===== src/rtl/fht_frame_ctrl.sv =====
// rtl/fht_frame_ctrl.sv - frame sequencer: load samples into FHT RAM, start transform, unload results
//
// Ports:
//   iCLK, iRESET                 clock, synchronous active-low reset
//   iDATA/iVALID/oREADY          input sample stream
//   oWE/oADDR_WR/oDATA_WR        buffer RAM write port (registered)
//   oADDR_RD/iDATA_RD            buffer RAM read port, 1-cycle read latency
//   oFHT_START/iFHT_RDY          handshake with the FHT control block
//   oDATA/oVALID/iREADY          result sample stream
//   oBUSY                        high whenever a frame is in progress
module fht_frame_ctrl #(
    parameter int N      = 256,
    parameter int A_BIT  = 8,
    parameter int D_BIT  = 16,
    parameter int BITREV = 1
) (
    input  logic             iCLK,
    input  logic             iRESET,
    input  logic [D_BIT-1:0] iDATA,
    input  logic             iVALID,
    output logic             oREADY,
    output logic             oWE,
    output logic [A_BIT-1:0] oADDR_WR,
    output logic [D_BIT-1:0] oDATA_WR,
    output logic [A_BIT-1:0] oADDR_RD,
    input  logic [D_BIT-1:0] iDATA_RD,
    output logic             oFHT_START,
    input  logic             iFHT_RDY,
    output logic [D_BIT-1:0] oDATA,
    output logic             oVALID,
    input  logic             iREADY,
    output logic             oBUSY
);

    typedef enum logic [2:0] {
        S_IDLE,
        S_LOAD,
        S_START,
        S_WAIT_LOW,
        S_WAIT_HIGH,
        S_UNLOAD
    } state_t;

    localparam logic [A_BIT-1:0] LAST = A_BIT'(N - 1);

    state_t           state;
    state_t           state_nxt;
    logic [A_BIT-1:0] cnt;
    logic             xfer;
    logic             pop;
    logic             last_pop;
    logic             rd_issue;
    logic             rd_pend;
    logic             rd_done;
    logic [D_BIT-1:0] sk_mem [2];
    logic             sk_wr_ptr;
    logic             sk_rd_ptr;
    logic [1:0]       sk_cnt;
    logic [1:0]       sk_occ_after;

    function automatic logic [A_BIT-1:0] bit_reverse(input logic [A_BIT-1:0] a);
        logic [A_BIT-1:0] r;
        r = '0;
        for (int i = 0; i < A_BIT; i++) begin
            r[i] = a[A_BIT-1-i];
        end
        return r;
    endfunction

    // Gated by reset so nothing is accepted on the reset edge itself.
    assign oREADY   = iRESET && ((state == S_IDLE) || (state == S_LOAD));
    assign xfer     = iVALID && oREADY;
    assign oBUSY    = (state != S_IDLE);
    assign oVALID   = (sk_cnt != 2'd0);
    assign oDATA    = sk_mem[sk_rd_ptr];
    assign pop      = oVALID && iREADY;
    // cnt doubles as the output counter during unload (it wrapped to 0 after load).
    assign last_pop = pop && (cnt == LAST);

    // Skid occupancy once this cycle's in-flight read lands and any pop retires;
    // a new read may only be issued if that still leaves a free entry.
    assign sk_occ_after = sk_cnt + {1'b0, rd_pend} - {1'b0, pop};

    // Address 0 is already on oADDR_RD while waiting, so the first read goes out
    // on the same edge that sees the transform finish.
    assign rd_issue = !rd_done &&
                      (((state == S_WAIT_HIGH) && iFHT_RDY) ||
                       ((state == S_UNLOAD) && (sk_occ_after < 2'd2)));

    always_ff @(posedge iCLK) begin
        if (!iRESET) begin
            state <= S_IDLE;
        end else begin
            state <= state_nxt;
        end
    end

    always_comb begin
        state_nxt = state;
        case (state)
            S_IDLE:      if (xfer) state_nxt = S_LOAD;
            S_LOAD:      if (xfer && (cnt == LAST)) state_nxt = S_START;
            S_START:     state_nxt = S_WAIT_LOW;
            S_WAIT_LOW:  if (!iFHT_RDY) state_nxt = S_WAIT_HIGH;
            S_WAIT_HIGH: if (iFHT_RDY) state_nxt = S_UNLOAD;
            S_UNLOAD:    if (last_pop) state_nxt = S_IDLE;
            default:     state_nxt = S_IDLE;
        endcase
    end

    always_ff @(posedge iCLK) begin
        if (!iRESET) begin
            cnt        <= '0;
            oWE        <= 1'b0;
            oADDR_WR   <= '0;
            oDATA_WR   <= '0;
            oADDR_RD   <= '0;
            oFHT_START <= 1'b0;
            rd_pend    <= 1'b0;
            rd_done    <= 1'b0;
            sk_mem[0]  <= '0;
            sk_mem[1]  <= '0;
            sk_wr_ptr  <= 1'b0;
            sk_rd_ptr  <= 1'b0;
            sk_cnt     <= 2'd0;
        end else begin
            oWE <= xfer;
            if (xfer) begin
                oDATA_WR <= iDATA;
                oADDR_WR <= (BITREV != 0) ? bit_reverse(cnt) : cnt;
            end
            if (xfer || pop) begin
                cnt <= cnt + 1'b1;
            end

            // Registered from START so the pulse lands after the last write strobe.
            oFHT_START <= (state == S_START);

            rd_pend <= rd_issue;
            if (rd_issue) begin
                oADDR_RD <= oADDR_RD + 1'b1;
            end
            if (last_pop) begin
                rd_done <= 1'b0;
            end else if (rd_issue && (oADDR_RD == LAST)) begin
                rd_done <= 1'b1;
            end

            if (rd_pend) begin
                sk_mem[sk_wr_ptr] <= iDATA_RD;
                sk_wr_ptr         <= ~sk_wr_ptr;
            end
            if (pop) begin
                sk_rd_ptr <= ~sk_rd_ptr;
            end
            sk_cnt <= sk_cnt + {1'b0, rd_pend} - {1'b0, pop};
        end
    end

endmodule


===== config.mk =====
export PLATFORM = sky130hd
export DESIGN_NAME = fht_frame_ctrl
export DESIGN_NICKNAME = d
export VERILOG_FILES = /design/src/rtl/fht_frame_ctrl.sv
export SDC_FILE = /design/constraint.sdc
export NUM_CORES = 1
export LEC_CHECK = 0
export CORE_MARGIN = 4
export CORE_UTILIZATION = 45
export CTS_CLUSTER_DIAMETER = 50
export DETAILED_ROUTE_END_ITERATION = 12
export GPL_TIMING_DRIVEN = 1
export HOLD_SLACK_MARGIN = 0.15
export PLACE_DENSITY = 0.86
export SETUP_SLACK_MARGIN = 0.05
export SYNTH_ARGS = -nofsm -noshare
export SYNTH_HDL_FRONTEND = slang
export SYNTH_SLANG_ARGS = --single-unit

===== constraint.sdc =====
create_clock -name iCLK -period 3.39 [get_ports iCLK]
set_input_delay 0.678 -clock iCLK [delete_from_list [all_inputs] [get_ports iCLK]]
set_output_delay 0.678 -clock iCLK [all_outputs]
set_load 0.01 [all_outputs]

# Yosys cells after proc, flatten, opt, wreduce, memory -nomap -nowiden
# Memories as Yosys holds them, arrays and structs flattened. A register that Yosys moved wholly into a read port is not among the register bits.
# Cells that the tools add are included.
word_totals:
  regBits: 51
  latchBits: 0
  ram_bits: 32
  romBits: 0
  in_bits: 37
  output_inout_bits: 53
  wordCells: 67
  mem_count: 1
op_classes:
  add_sub_neg: 4
  n_mul: 0
  n_div: 0
  n_lt_le_gt_ge: 1
  n_eq_ne: 12
  shifts: 0
  muxes: 15
  bitwise: 3
  n_reduce_logical: 19
memory_table:
  columns: ["memory", "depth", "word_bits", "rd", "rd_ports_with_merged_regs", "wr", "line_no", "text"]
  rows:
  - ["sk_mem", 2, 16, 1, 1, 2, "55", "logic [D_BIT-1:0] sk_mem [2];"]
ops:
  columns: ["cell", "count"]
  rows:
  - ["3-bit one-hot mux with 6 select lines", 1]
  - ["8-bit by 1-bit adder with 8-bit output (second input constant)", 2]
  - ["8-bit == test (second input constant)", 2]
  - ["16-bit two-way mux", 1]
  - ["16-bit OR reduction", 1]
  - ["3-bit two-way mux", 5]
  - ["1-bit logical AND", 9]
  - ["1-bit two-way mux", 8]
  - ["2-bit != test (second input constant)", 4]
  - ["3-bit by 2-bit == test with 1-bit output (second input constant)", 2]
  - ["3-bit == test (second input constant)", 2]
  - ["5-bit AND reduction", 1]
  - ["3-bit by 1-bit == test with 1-bit output (second input constant)", 1]
  - ["3-bit logical NOT", 1]
  - ["1-bit logical OR", 3]
  - ["1-bit inverter", 3]
  - ["3-bit nonzero test", 1]
  - ["2-bit by 1-bit adder with 2-bit output", 1]
  - ["2-bit < comparator (second input constant)", 1]
  - ["2-bit by 1-bit != test with 1-bit output (second input constant)", 1]
  - ["2-bit nonzero test", 1]
  - ["2-bit OR reduction", 1]
  - ["2-bit by 1-bit subtractor with 2-bit output", 1]
  - ["1-bit logical NOT", 1]

# Logic depth before layout (Yosys ltp)
# Gate-level depths: netlist of the first run.
depth:
  ltp_word: 8
  depth_mapped: 10
  depth_no_buf: 9

# Least setup slack after synthesis of the first run
# OpenSTA, ideal clock, no wires.
synth_path:
  path_kind: "input-to-reg"
  startpoint: "input iREADY"
  endpoint: "register oADDR_RD[5]"
  setup_time_ps: 70
  t_arrival_ps: 2815
  required_time_ps: 3320
  slack_ps: 504
  stages: 10
  n_path_buf: 1
  path_cell_list: "o21ai_0 > inv_1 > ha_1 > inv_1 > ha_1 > xor3_1 > a2111o_1 > buf_2 > or4_1 > a21oi_1"
synth_between:
  elab_chain_cells: 6
synth_lines:
  columns: ["item", "line_no", "text"]
  rows:
  - ["from (decl)", "31", "input logic iREADY,"]
  - ["1-bit logical AND", "76", "assign pop = oVALID && iREADY;"]
  - ["via pop", "50", "logic pop;"]
  - ["2-bit by 1-bit subtractor with 2-bit output", "82", "assign sk_occ_after = sk_cnt + {1'b0, rd_pend} - {1'b0, pop};"]
  - ["2-bit < comparator", "88", "((state == S_UNLOAD) && (sk_occ_after < 2'd2)));"]
  - ["1-bit logical AND", "88", null]
  - ["1-bit logical OR", "87", "(((state == S_WAIT_HIGH) && iFHT_RDY) ||"]
  - ["1-bit logical AND", "86", "assign rd_issue = !rd_done &&"]
  - ["to (signal assigned)", "141", "oADDR_RD <= oADDR_RD + 1'b1;"]
  - ["to (decl)", "25", "output logic [A_BIT-1:0] oADDR_RD,"]
# The timed path passes the listed nets, and every way through them passes these cells.
# A chain may end at the register's enable or synchronous reset.

# Worst setup path after layout of the first run
# Same ends and word-level chain as after synthesis.

==> results of run 1 <==
## power groups by stage
stage	Combinational (mW)	Clock [mW]	Sequential, mW
4_1_cts	0.331	0.594	1.13
3_5_place_dp	0.329	0	1.16
5_1_grt	0.359	0.638	1.14
6_report	0.326	0.579	1.13
2_1_floorplan	0.167	0	1.14
3_3_place_gp	0.323	0	1.15
## cells by family after synthesis
group                      share of synthesized area, %
and+or+nand+nor                                    20.3
adders and majority gates                          1.43
DFF                                                57.2
muxes                                              6.29
AOI/OAI and AO/OA                                  9.01
xor gates and xnor gates                           2.68
buffers and inverters                              3.04
## area by class of cell
class | count | area (um^2) | share of cell area (%)
clock buffer | 11 | 131 | 2.81
clock inverter | 5 | 20.0 | 0.428
inverter | 7 | 26.3 | 0.562
multi-input combinational | 228 | 1410 | 30.1
sequential | 84 | 2000 | 42.8
tap | 99 | 124 | 2.65
timing repair buffer | 99 | 966 | 20.7
## stage by stage
step	utilization [%]	std cells	worst slack, ns	hold WS, ns	area, um^2
floorplan	-	340	0.504	0.456	3500
global placement	61.1	517	0.154	0.443	4520
detailed placement	61.1	517	0.0563	0.451	4520
CTS	63.1	533	0.410	0.465	4680
global route	63.1	533	0.218	0.492	4680
finish	63.1	533	0.411	0.461	4680
## layer usage
layer | part of all wire [%] | global-route usage, % | vias to the layer above
met5 | 0 | 0 | -
met3 | 7.2 | 4.93 | 9
li1 | - | - | 1340
met2 | 49 | 28.7 | 62
met4 | 1.1 | 6.87 | 0
met1 | 43 | 19.2 | 1214
## registers in the layout, summed over array words and instances, names as in the netlist, 2 cells and up, named ones only
name	cells
state	3
oADDR_WR	8
sk_cnt	2
oDATA_WR	16
oADDR_RD	8
cnt	8
sk_mem	32
## tightest hold or removal path, cell delays in order (launching register included)
cell and delay (ns):
dfxtp_1 0.31, nand2_1 0.05, o21ai_0 0.06
## path summary, 6_finish.rpt
kind | end
worst max-delay path | oADDR_RD[5]$_SDFFE_PN0P_
worst min-delay path | oADDR_WR[1]$_SDFFE_PN0P_
worst max register to register | oADDR_RD[5]$_SDFFE_PN0P_
worst min register to register | oADDR_WR[1]$_SDFFE_PN0P_
## Yosys cell counts, types with 2 or more instances
cell type / n
a21oi_1: 8
a31oi_1: 2
and2_1: 34
and3_1: 3
clkbuf_1: 20
dfxtp_1: 52
edfxtp_1: 32
ha_1: 4
inv_1: 7
mux2_2: 16
mux2i_1: 4
nand2_1: 59
nand2b_1: 7
nand3_1: 3
nand4_1: 2
nor2_1: 14
nor3_1: 6
nor4b_1: 2
o2111ai_1: 2
o21ai_0: 30
o31ai_1: 3
or2_2: 2
or3_1: 2
or4_1: 2
xnor2_1: 4
xor2_1: 4
## layout by cell type, fill, tap and decap left out, drive strengths merged, types with 4 or more instances in the layout
cell and count:
clkdlybuf4s50 89, nand2 59, dfxtp 52, and2 34
edfxtp 32, o21ai 30, mux2 16, nor2 14
clkbuf 11, buf 10, a21oi 8, inv 7
nand2b 7, nor3 6, clkinv 5, xnor2 4
mux2i 4, xor2 4, ha 4
==> results.py, run 1 <==
metrics = {
    "power": {
        "p_sw_share_pct": 24.2,
        "combPwrFrac_pct": 16.0,
        "leakagePower_nw": 1.72,
        "power_mw": 2.04,
        "power.density_nw_per_um2": 436,
        "switchingPower_mw": 0.493,
        "max-vdd-ir-drop_mv": 0.205,
        "clockPowerShare_pct": 28.4,
        "seq_power_share_pct": 55.6,
        "p_int_mw": 1.54,
    },
    "synthesis": {
        "syn_nets": 381,
        "synth_area_leader_cell": "dfxtp_1",
        "ys_types": 42,
        "avgSynthCellArea_um2": 10.3,
        "ys_async_sr_fraction_pct": 0,
        "yosysSeqAreaShare_pct": 57.2,
        "synth_area_um2": 3500,
        "syn_inst": 340,
        "synth_top_cell_area_share_pct": 29.7,
        "ys_ff_latch": 84,
        "synth_area_leaders": "dfxtp_1, edfxtp_1, nand2_1",
        "synth_ff_type": "dfxtp_1",
        "synth_edf_count": 32,
        "yosysWarnings": 0,
    },
    "floorplanning": {
        "io_pins": 90,
        "start_util_pct": 47.2,
        "dieWidth_um": 96.2,
        "dieArea_um2": 9250,
        "die_h_um": 96.2,
        "rows": 31,
        "fp.coreArea_um2": 7410,
    },
    "timing": {
        "rsz0062_at_grt": "no",
        "fin_crit_sh_pct": 87.9,
        "fmax_mhz": 336,
        "tns_ns": 0,
        "finalSetupViolCount": 0,
        "finClkSkew_ns": 0.00702,
        "fin_crit_ns": 2.98,
        "worstMarginPinSlew_ns": 0.738,
        "hold_viol_final": 0,
        "max_slew_margin_pct": 50.7,
        "drv_slew": 0,
    },
    "place": {
        "port_buffers": 89,
        "dp_hpwl_um": 5120,
        "place_congestion": 0.784,
    },
    "setup_path": {
        "required_ns": 3.66,
        "crit_path_end_kind": "flop",
        "crit_path_start": "iREADY",
        "timing.reg2reg.setup_slack_ns": 0.69,
        "path_depth": 10,
        "rr_worst_depth": 9,
        "reg2reg_from": "sk_cnt[1]$_SDFF_PN0_",
        "slowest_delay_ns": 0.53,
        "cp_slowest_cell": "or4_1",
        "cp_num_buf_inv": 3,
        "crit_type": "in -> reg",
        "start_kind": "primary input",
        "crit_arrival_ns": 3.25,
        "crit_family": "compound AO/OA/AOI/OAI gates",
        "crit_fanout": 6,
        "path_cells": "clkdlybuf4s50_1 > o21ai_0 > inv_1 > ha_1 > inv_1 > ha_1 > xor3_1 > a2111o_1 > or4_1 > a21oi_1",
    },
    "min_path": {
        "hp-class": "reg -> reg",
        "hold_path_depth": 2,
        "min_from": "oADDR_WR[1]$_SDFFE_PN0P_",
    },
    "routing": {
        "antenna_left": 0,
        "num_vias": 2625,
        "routed_wl_um": 7340,
        "drt-wirelength-per-cell_um": 13.8,
        "drt_first_pass_iters": 4,
        "post-route-drc-count": 0,
        "drtIter0Drc": 85,
        "vias_per_cell": 4.92,
    },
    "finish": {
        "num-nets-final": 470,
        "area_delta_synth_final_pct": 33.6,
        "fillers": 589,
        "num_antenna_cells": 0,
        "drive_gt1_share_pct": 9.45,
    },
    "clock_network": {
        "cts_tree": "done",
        "post-cts-setup-buffers": 0,
        "clock_latency_ns": 0.34,
        "cts_resized": 0,
        "path_clk_slew_ns": 0.07,
        "postCtsHoldBufs": 0,
        "cts-root-buf": "clkbuf_8",
        "cts_buffer_depth": 2,
        "htreeDepth": 3,
        "cts_made_buffers": 9,
        "cts_sinks": 84,
    },
    "grt": {
        "grt_pass1_wl_um": 11900,
        "grt_use_total_pct": 16.7,
        "gr-total-overflow": 0,
        "grt_pass1_vias": 2644,
        "antenna_found_initial": 0,
        "grt_max_degree": 40,
    },
    "flow_run": {
        "maxCapViolations": 0,
    },
    "status": {
        "status": "completed",
    },
}
(Power assumes the default switching activity.)
==> run 2: changes to the inputs <==
--- a/config.mk
+++ b/config.mk
@@ -5,13 +5,15 @@
 export SDC_FILE = /design/constraint.sdc
 export NUM_CORES = 1
 export LEC_CHECK = 0
+export ABC_CLOCK_PERIOD_IN_PS = 3390
 export CORE_MARGIN = 4
 export CORE_UTILIZATION = 45
 export CTS_CLUSTER_DIAMETER = 50
 export DETAILED_ROUTE_END_ITERATION = 12
-export GPL_TIMING_DRIVEN = 1
+export GPL_TIMING_DRIVEN = 0
 export HOLD_SLACK_MARGIN = 0.15
 export PLACE_DENSITY = 0.86
+export REMOVE_ABC_BUFFERS = 1
 export SETUP_SLACK_MARGIN = 0.05
 export SYNTH_ARGS = -nofsm -noshare
 export SYNTH_HDL_FRONTEND = slang
==> run 2 against run 1 <==
Net effect:
- combinational power about the same
- die area unchanged
- clock-buffer cell count down 2
- largest cell class unchanged
- critical path depth unchanged
- cell count down 1.1%
==> results.py, run 2 (synthesis gave the netlist of run 1 again) <==
metrics = {
    "status": {
        "status": "completed",
    },
    "routing": {
        "vias_per_cell": 5.10,
        "wl_met2_um": 3740,
        "antenna_left": 0,
        "wl_met1_um": 3160,
        "drtIter0Drc": 94,
        "post-route-drc-count": 0,
        "drt-wirelength-per-cell_um": 14.0,
        "routed_wl_um": 7360,
        "topRoutingLayerUsed": "met4",
        "drt_first_pass_iters": 4,
        "routed-wl-met3_um": 373,
        "num_vias": 2688,
    },
    "floorplanning": {
        "start_util_pct": 47.2,
        "io_pins": 90,
        "dieWidth_um": 96.2,
        "die_h_um": 96.2,
        "fp.coreArea_um2": 7410,
        "rows": 31,
        "dieArea_um2": 9250,
    },
    "timing": {
        "fmax_mhz": 317,
        "tns_ns": 0,
        "drv_slew": 0,
        "finalSetupViolCount": 0,
        "max_slew_margin_pct": 47.6,
        "finClkSkew_ns": 0.00556,
        "fin_crit_sh_pct": 93.0,
        "worstMarginPinSlew_ns": 0.782,
        "hold_viol_final": 0,
        "fin_crit_ns": 3.15,
        "rsz0062_at_grt": "no",
    },
    "grt": {
        "antenna_found_initial": 0,
        "grt_pass1_vias": 2575,
        "gr-total-overflow": 0,
        "grt_max_degree": 43,
        "grt_use_total_pct": 16.3,
        "grt_pass1_wl_um": 11900,
    },
    "clock_network": {
        "htreeDepth": 3,
        "clock_latency_ns": 0.35,
        "path_clk_slew_ns": 0.08,
        "cts_sinks": 84,
        "postCtsHoldBufs": 0,
        "cts_tree": "done",
        "cts_buffer_depth": 2,
        "cts-root-buf": "clkbuf_8",
        "cts_made_buffers": 9,
    },
    "place": {
        "place_congestion": 0.748,
        "port_buffers": 89,
        "dp_hpwl_um": 5120,
        "dpl_cell_area_um2": 4490,
    },
    "flow_run": {
        "maxCapViolations": 0,
    },
    "finish": {
        "multi_input_area_um2": 1410,
        "final_cell_area_um2": 4700,
        "fillers": 604,
        "num-nets-final": 464,
        "area_delta_synth_final_pct": 34.3,
        "reg_top3": "sk_mem: 32 flops, oDATA_WR: 16 flops",
        "num_antenna_cells": 0,
        "drive_gt1_share_pct": 10.3,
        "most-common-layout-cells": "clkdlybuf4s50_1, nand2_1, dfxtp_1",
        "layout_commonest_cell": "clkdlybuf4s50_1",
        "seq_area_um2": 2000,
        "largest_reg_flops": 32,
        "top_register": "sk_mem",
    },
    "setup_path": {
        "crit_family": "compound AO/OA/AOI/OAI gates",
        "crit_type": "in -> reg",
        "crit_fanout": 10,
        "cp_num_buf_inv": 3,
        "cp_slowest_cell": "a2111o_1",
        "slowest_delay_ns": 0.57,
        "crit_path_end_kind": "flop",
        "crit_arrival_ns": 3.43,
        "start_kind": "primary input",
        "path_cells": "clkdlybuf4s50_1 > o21ai_0 > inv_2 > ha_1 > inv_1 > ha_1 > xor3_1 > a2111o_1 > or4_1 > a21oi_1",
        "required_ns": 3.66,
        "cpMostUsedCell": "ha_1",
    },
    "power": {
        "max-vdd-ir-drop_mv": 0.210,
        "power.density_nw_per_um2": 460,
        "leakagePower_nw": 1.70,
    },
    "min_path": {
        "hp-class": "reg -> reg",
    },
}
==> run 2: worst paths after layout <==
kind,endpoint,slack [ns],depth (start not counted),start
min reg2reg,oADDR_WR[7]$_SDFFE_PN0P_,0.46,2,oADDR_WR[7]$_SDFFE_PN0P_
max reg2reg,oADDR_RD[7]$_SDFFE_PN0P_,0.48,9,sk_cnt[1]$_SDFF_PN0_
min,oADDR_WR[7]$_SDFFE_PN0P_,0.46,2,oADDR_WR[7]$_SDFFE_PN0P_
max,oADDR_RD[7]$_SDFFE_PN0P_,0.24,10,iREADY
==> run 2: report_power, final <==
group	total (mW)	switching [mW]	internal (mW)
Sequential	1.13	0.0406	1.09
Clock	0.707	0.363	0.344
Combinational	0.324	0.129	0.195
Total	2.16	0.533	1.63
==> run 2: worst reg2reg max path: stages, from the launching register on <==
cell and delay, ns:
dfxtp_1 0.33, o21ai_0 0.33, inv_2 0.15, ha_1 0.31
inv_1 0.05, ha_1 0.14, xor3_1 0.29, a2111o_1 0.57
or4_1 0.53, a21oi_1 0.15
==> run 2: stage by stage <==
step | util (%) | cells | hold slack (ns) | worst slack [ns] | power, mW
3_5_place_dp | 60.6 | 510 | 0.449 | -1.21 | 1.48
5_1_grt | 63.4 | 527 | 0.479 | 0.0971 | 2.25
6_report | 63.4 | 527 | 0.457 | 0.239 | 2.16
2_1_floorplan | - | 319 | 0.456 | -1.76 | 1.30
3_3_place_gp | 59.9 | 507 | 0.444 | -4.81 | 1.47
4_1_cts | 63.3 | 527 | 0.462 | 0.105 | 2.17
==> run 2: layout make-up <==
type	count	area share, %
inverter	7	0.639
clock buffer	9	2.64
timing repair inverter	1	0.107
sequential	84	42.6
timing repair buffer	92	19.7
tap	99	2.64
multi-input combinational	228	30.0
clock inverter	7	1.62
==> run 2: per-layer routing <==
metal | up-vias | track usage (%)
li1 | 1332 | -
met1 | 1275 | 19.8
met2 | 70 | 28.9
met3 | 11 | 3.44
met4 | 0 | 4.98
met5 | - | 0
==> run 2: timing repair <==
action / CTS / global route
gates cloned: 1 / 0
setup endpoints to repair: 35 / 3
setup buffers: 0 / 0
resized for setup: 6 / 2
==> run 3: changes to the inputs <==
--- a/config.mk
+++ b/config.mk
@@ -6,6 +6,7 @@
 export NUM_CORES = 1
 export LEC_CHECK = 0
 export ABC_CLOCK_PERIOD_IN_PS = 3390
+export CORE_ASPECT_RATIO = 1.1
 export CORE_MARGIN = 4
 export CORE_UTILIZATION = 45
 export CTS_CLUSTER_DIAMETER = 50
==> run 3 against run 2 <==
Net effect:
- via count shrank 2.0%
- critical path depth is the same
- worst setup slack gained 0.053 ns
- clock-buffer cell count is the same
- cell count grew 1.1%
- global-route usage is essentially flat
- clock skew grew 0.0034 ns
- clock power grew 7.9%
- largest cell class unchanged
- largest power group unchanged
==> results.py, run 3 (synthesis gave the netlist of run 1 again) <==
metrics = {
    "timing": {
        "rsz0062_at_grt": "no",
        "max_slew_margin_pct": 33.3,
        "fmax_mhz": 323,
        "finClkSkew_ns": 0.00897,
        "worstMarginPinSlew_ns": 0.994,
        "postLayoutSetupSlackWorst_ns": 0.292,
        "hold_viol_final": 0,
        "fin_crit_ns": 3.10,
        "fin_crit_sh_pct": 91.4,
        "tns_ns": 0,
        "drv_slew": 0,
        "finalSetupViolCount": 0,
    },
    "floorplanning": {
        "fp.coreArea_um2": 7510,
        "dieArea_um2": 9250,
        "io_pins": 90,
        "dieWidth_um": 92.1,
        "start_util_pct": 46.6,
        "die_h_um": 100,
        "rows": 33,
    },
    "setup_path": {
        "start_kind": "primary input",
        "path_cells": "clkdlybuf4s50_1 > o21ai_0 > inv_2 > ha_1 > inv_1 > ha_1 > xor3_1 > a2111o_1 > or4_1 > a21oi_1",
        "crit_arrival_ns": 3.37,
        "cp_num_buf_inv": 3,
        "cp_slowest_cell": "or4_1",
        "cpMostUsedCell": "ha_1",
        "required_ns": 3.66,
        "crit_path_end_kind": "flop",
        "crit_fanout": 10,
        "crit_type": "in -> reg",
        "slowest_delay_ns": 0.53,
        "crit_family": "compound AO/OA/AOI/OAI gates",
    },
    "power": {
        "power_mw": 2.22,
        "power.density_nw_per_um2": 470,
        "max-vdd-ir-drop_mv": 0.278,
        "leakagePower_nw": 1.71,
    },
    "finish": {
        "drive_gt1_share_pct": 10.3,
        "final_cell_area_um2": 4710,
        "reg_top3": "sk_mem: 32 flops, oDATA_WR: 16 flops",
        "top_register": "sk_mem",
        "most-common-layout-cells": "clkdlybuf4s50_1, nand2_1, dfxtp_1",
        "largest_reg_flops": 32,
        "num-nets-final": 464,
        "area_delta_synth_final_pct": 34.6,
        "layout.cells.non_filler": 533,
        "num_antenna_cells": 0,
        "layout_commonest_cell": "clkdlybuf4s50_1",
    },
    "grt": {
        "gr-total-overflow": 0,
        "grt_use_total_pct": 16.3,
        "antenna_found_initial": 0,
        "grt_max_degree": 43,
        "grt_pass1_vias": 2567,
        "grt_pass1_wl_um": 12000,
    },
    "routing": {
        "drt_first_pass_iters": 4,
        "num_vias": 2634,
        "routed_wl_um": 7350,
        "drtIter0Drc": 113,
        "vias_per_cell": 4.94,
        "post-route-drc-count": 0,
        "antenna_left": 0,
        "drt-wirelength-per-cell_um": 13.8,
    },
    "place": {
        "pre_cts_ws_ns": -1.12,
        "port_buffers": 89,
        "place_inst": 516,
        "dp_hpwl_um": 5150,
        "place_congestion": 0.745,
        "dpl_cell_area_um2": 4490,
    },
    "clock_network": {
        "path_clk_slew_ns": 0.08,
        "cts-root-buf": "clkbuf_8",
        "clock_latency_ns": 0.34,
        "cts_made_buffers": 9,
        "cts_tree": "done",
        "htreeDepth": 3,
        "cts_buffer_depth": 2,
        "cts_sinks": 84,
    },
    "flow_run": {
        "maxCapViolations": 0,
    },
    "status": {
        "status": "completed",
    },
    "min_path": {
        "hp-class": "reg -> reg",
    },
}
## run 3: cell count changes in the layout (fill, tap and decap cells not counted), sizes merged
cell    change
bufinv      +1
clkinv      -1
## run 3: per-layer routing
layer / part of all wire (%) / global-route usage (%)
met1: 44 / 20.0
met3: 5.7 / 5.23
met4: 0.57 / 4.46
met2: 49 / 27.7
met5: 0 / 0
## run 3: where the power goes
| part | total [mW] | leakage, nW | switching, mW | internal (mW) |
|---|---|---|---|---|
| sequential | 1.13 | 0.754 | 0.0417 | 1.09 |
| clock | 0.763 | 0.107 | 0.350 | 0.412 |
| combinational | 0.322 | 0.850 | 0.128 | 0.194 |
| total | 2.22 | 1.71 | 0.520 | 1.70 |
## run 3: worst paths after layout
check	startpoint	end	slack, ns	cells past startpoint
worst min-delay path	oADDR_WR[3]$_SDFFE_PN0P_	oADDR_WR[3]$_SDFFE_PN0P_	0.46	2
worst min register to register	oADDR_WR[3]$_SDFFE_PN0P_	oADDR_WR[3]$_SDFFE_PN0P_	0.46	2
worst max-delay path	iREADY	oADDR_RD[5]$_SDFFE_PN0P_	0.29	10
worst max register to register	sk_cnt[1]$_SDFF_PN0_	oADDR_RD[5]$_SDFFE_PN0P_	0.57	9
## run 3: through the flow
step                hold slack (ns)  utilization (%)
floorplan                     0.456                -
finish                        0.459             62.7
global placement              0.444             59.1
CTS                           0.464             62.6
detailed placement            0.451             59.7
global route                  0.479             62.7
## run 3: area by class of cell
type | instances | area (um^2)
sequential | 84 | 2000
tap | 105 | 131
timing repair buffer | 92 | 918
multi-input combinational | 228 | 1410
fill | 606 | 2800
timing repair inverter | 1 | 5.00
clock buffer | 9 | 124
clock inverter | 7 | 90.1
inverter | 7 | 30.0
## run 3: worst reg2reg max path: cells and delay by family (launching register included)
family	cells	cell delay [ns]
adder cells (fa/ha/maj)	2	0.45
buffers and inverters	2	0.19
XOR/XNOR	1	0.29
AO/OA/AOI/OAI	3	0.98
flip-flops	1	0.32
AND/OR/NAND/NOR	1	0.53
## run 3: what timing repair did
item	CTS	global route
hold buffers	0	0
gates resized for setup	6	2
endpoints found under the setup margin	37	2
gates cloned	1	0
pin swaps	0	1
buffers inserted	0	0
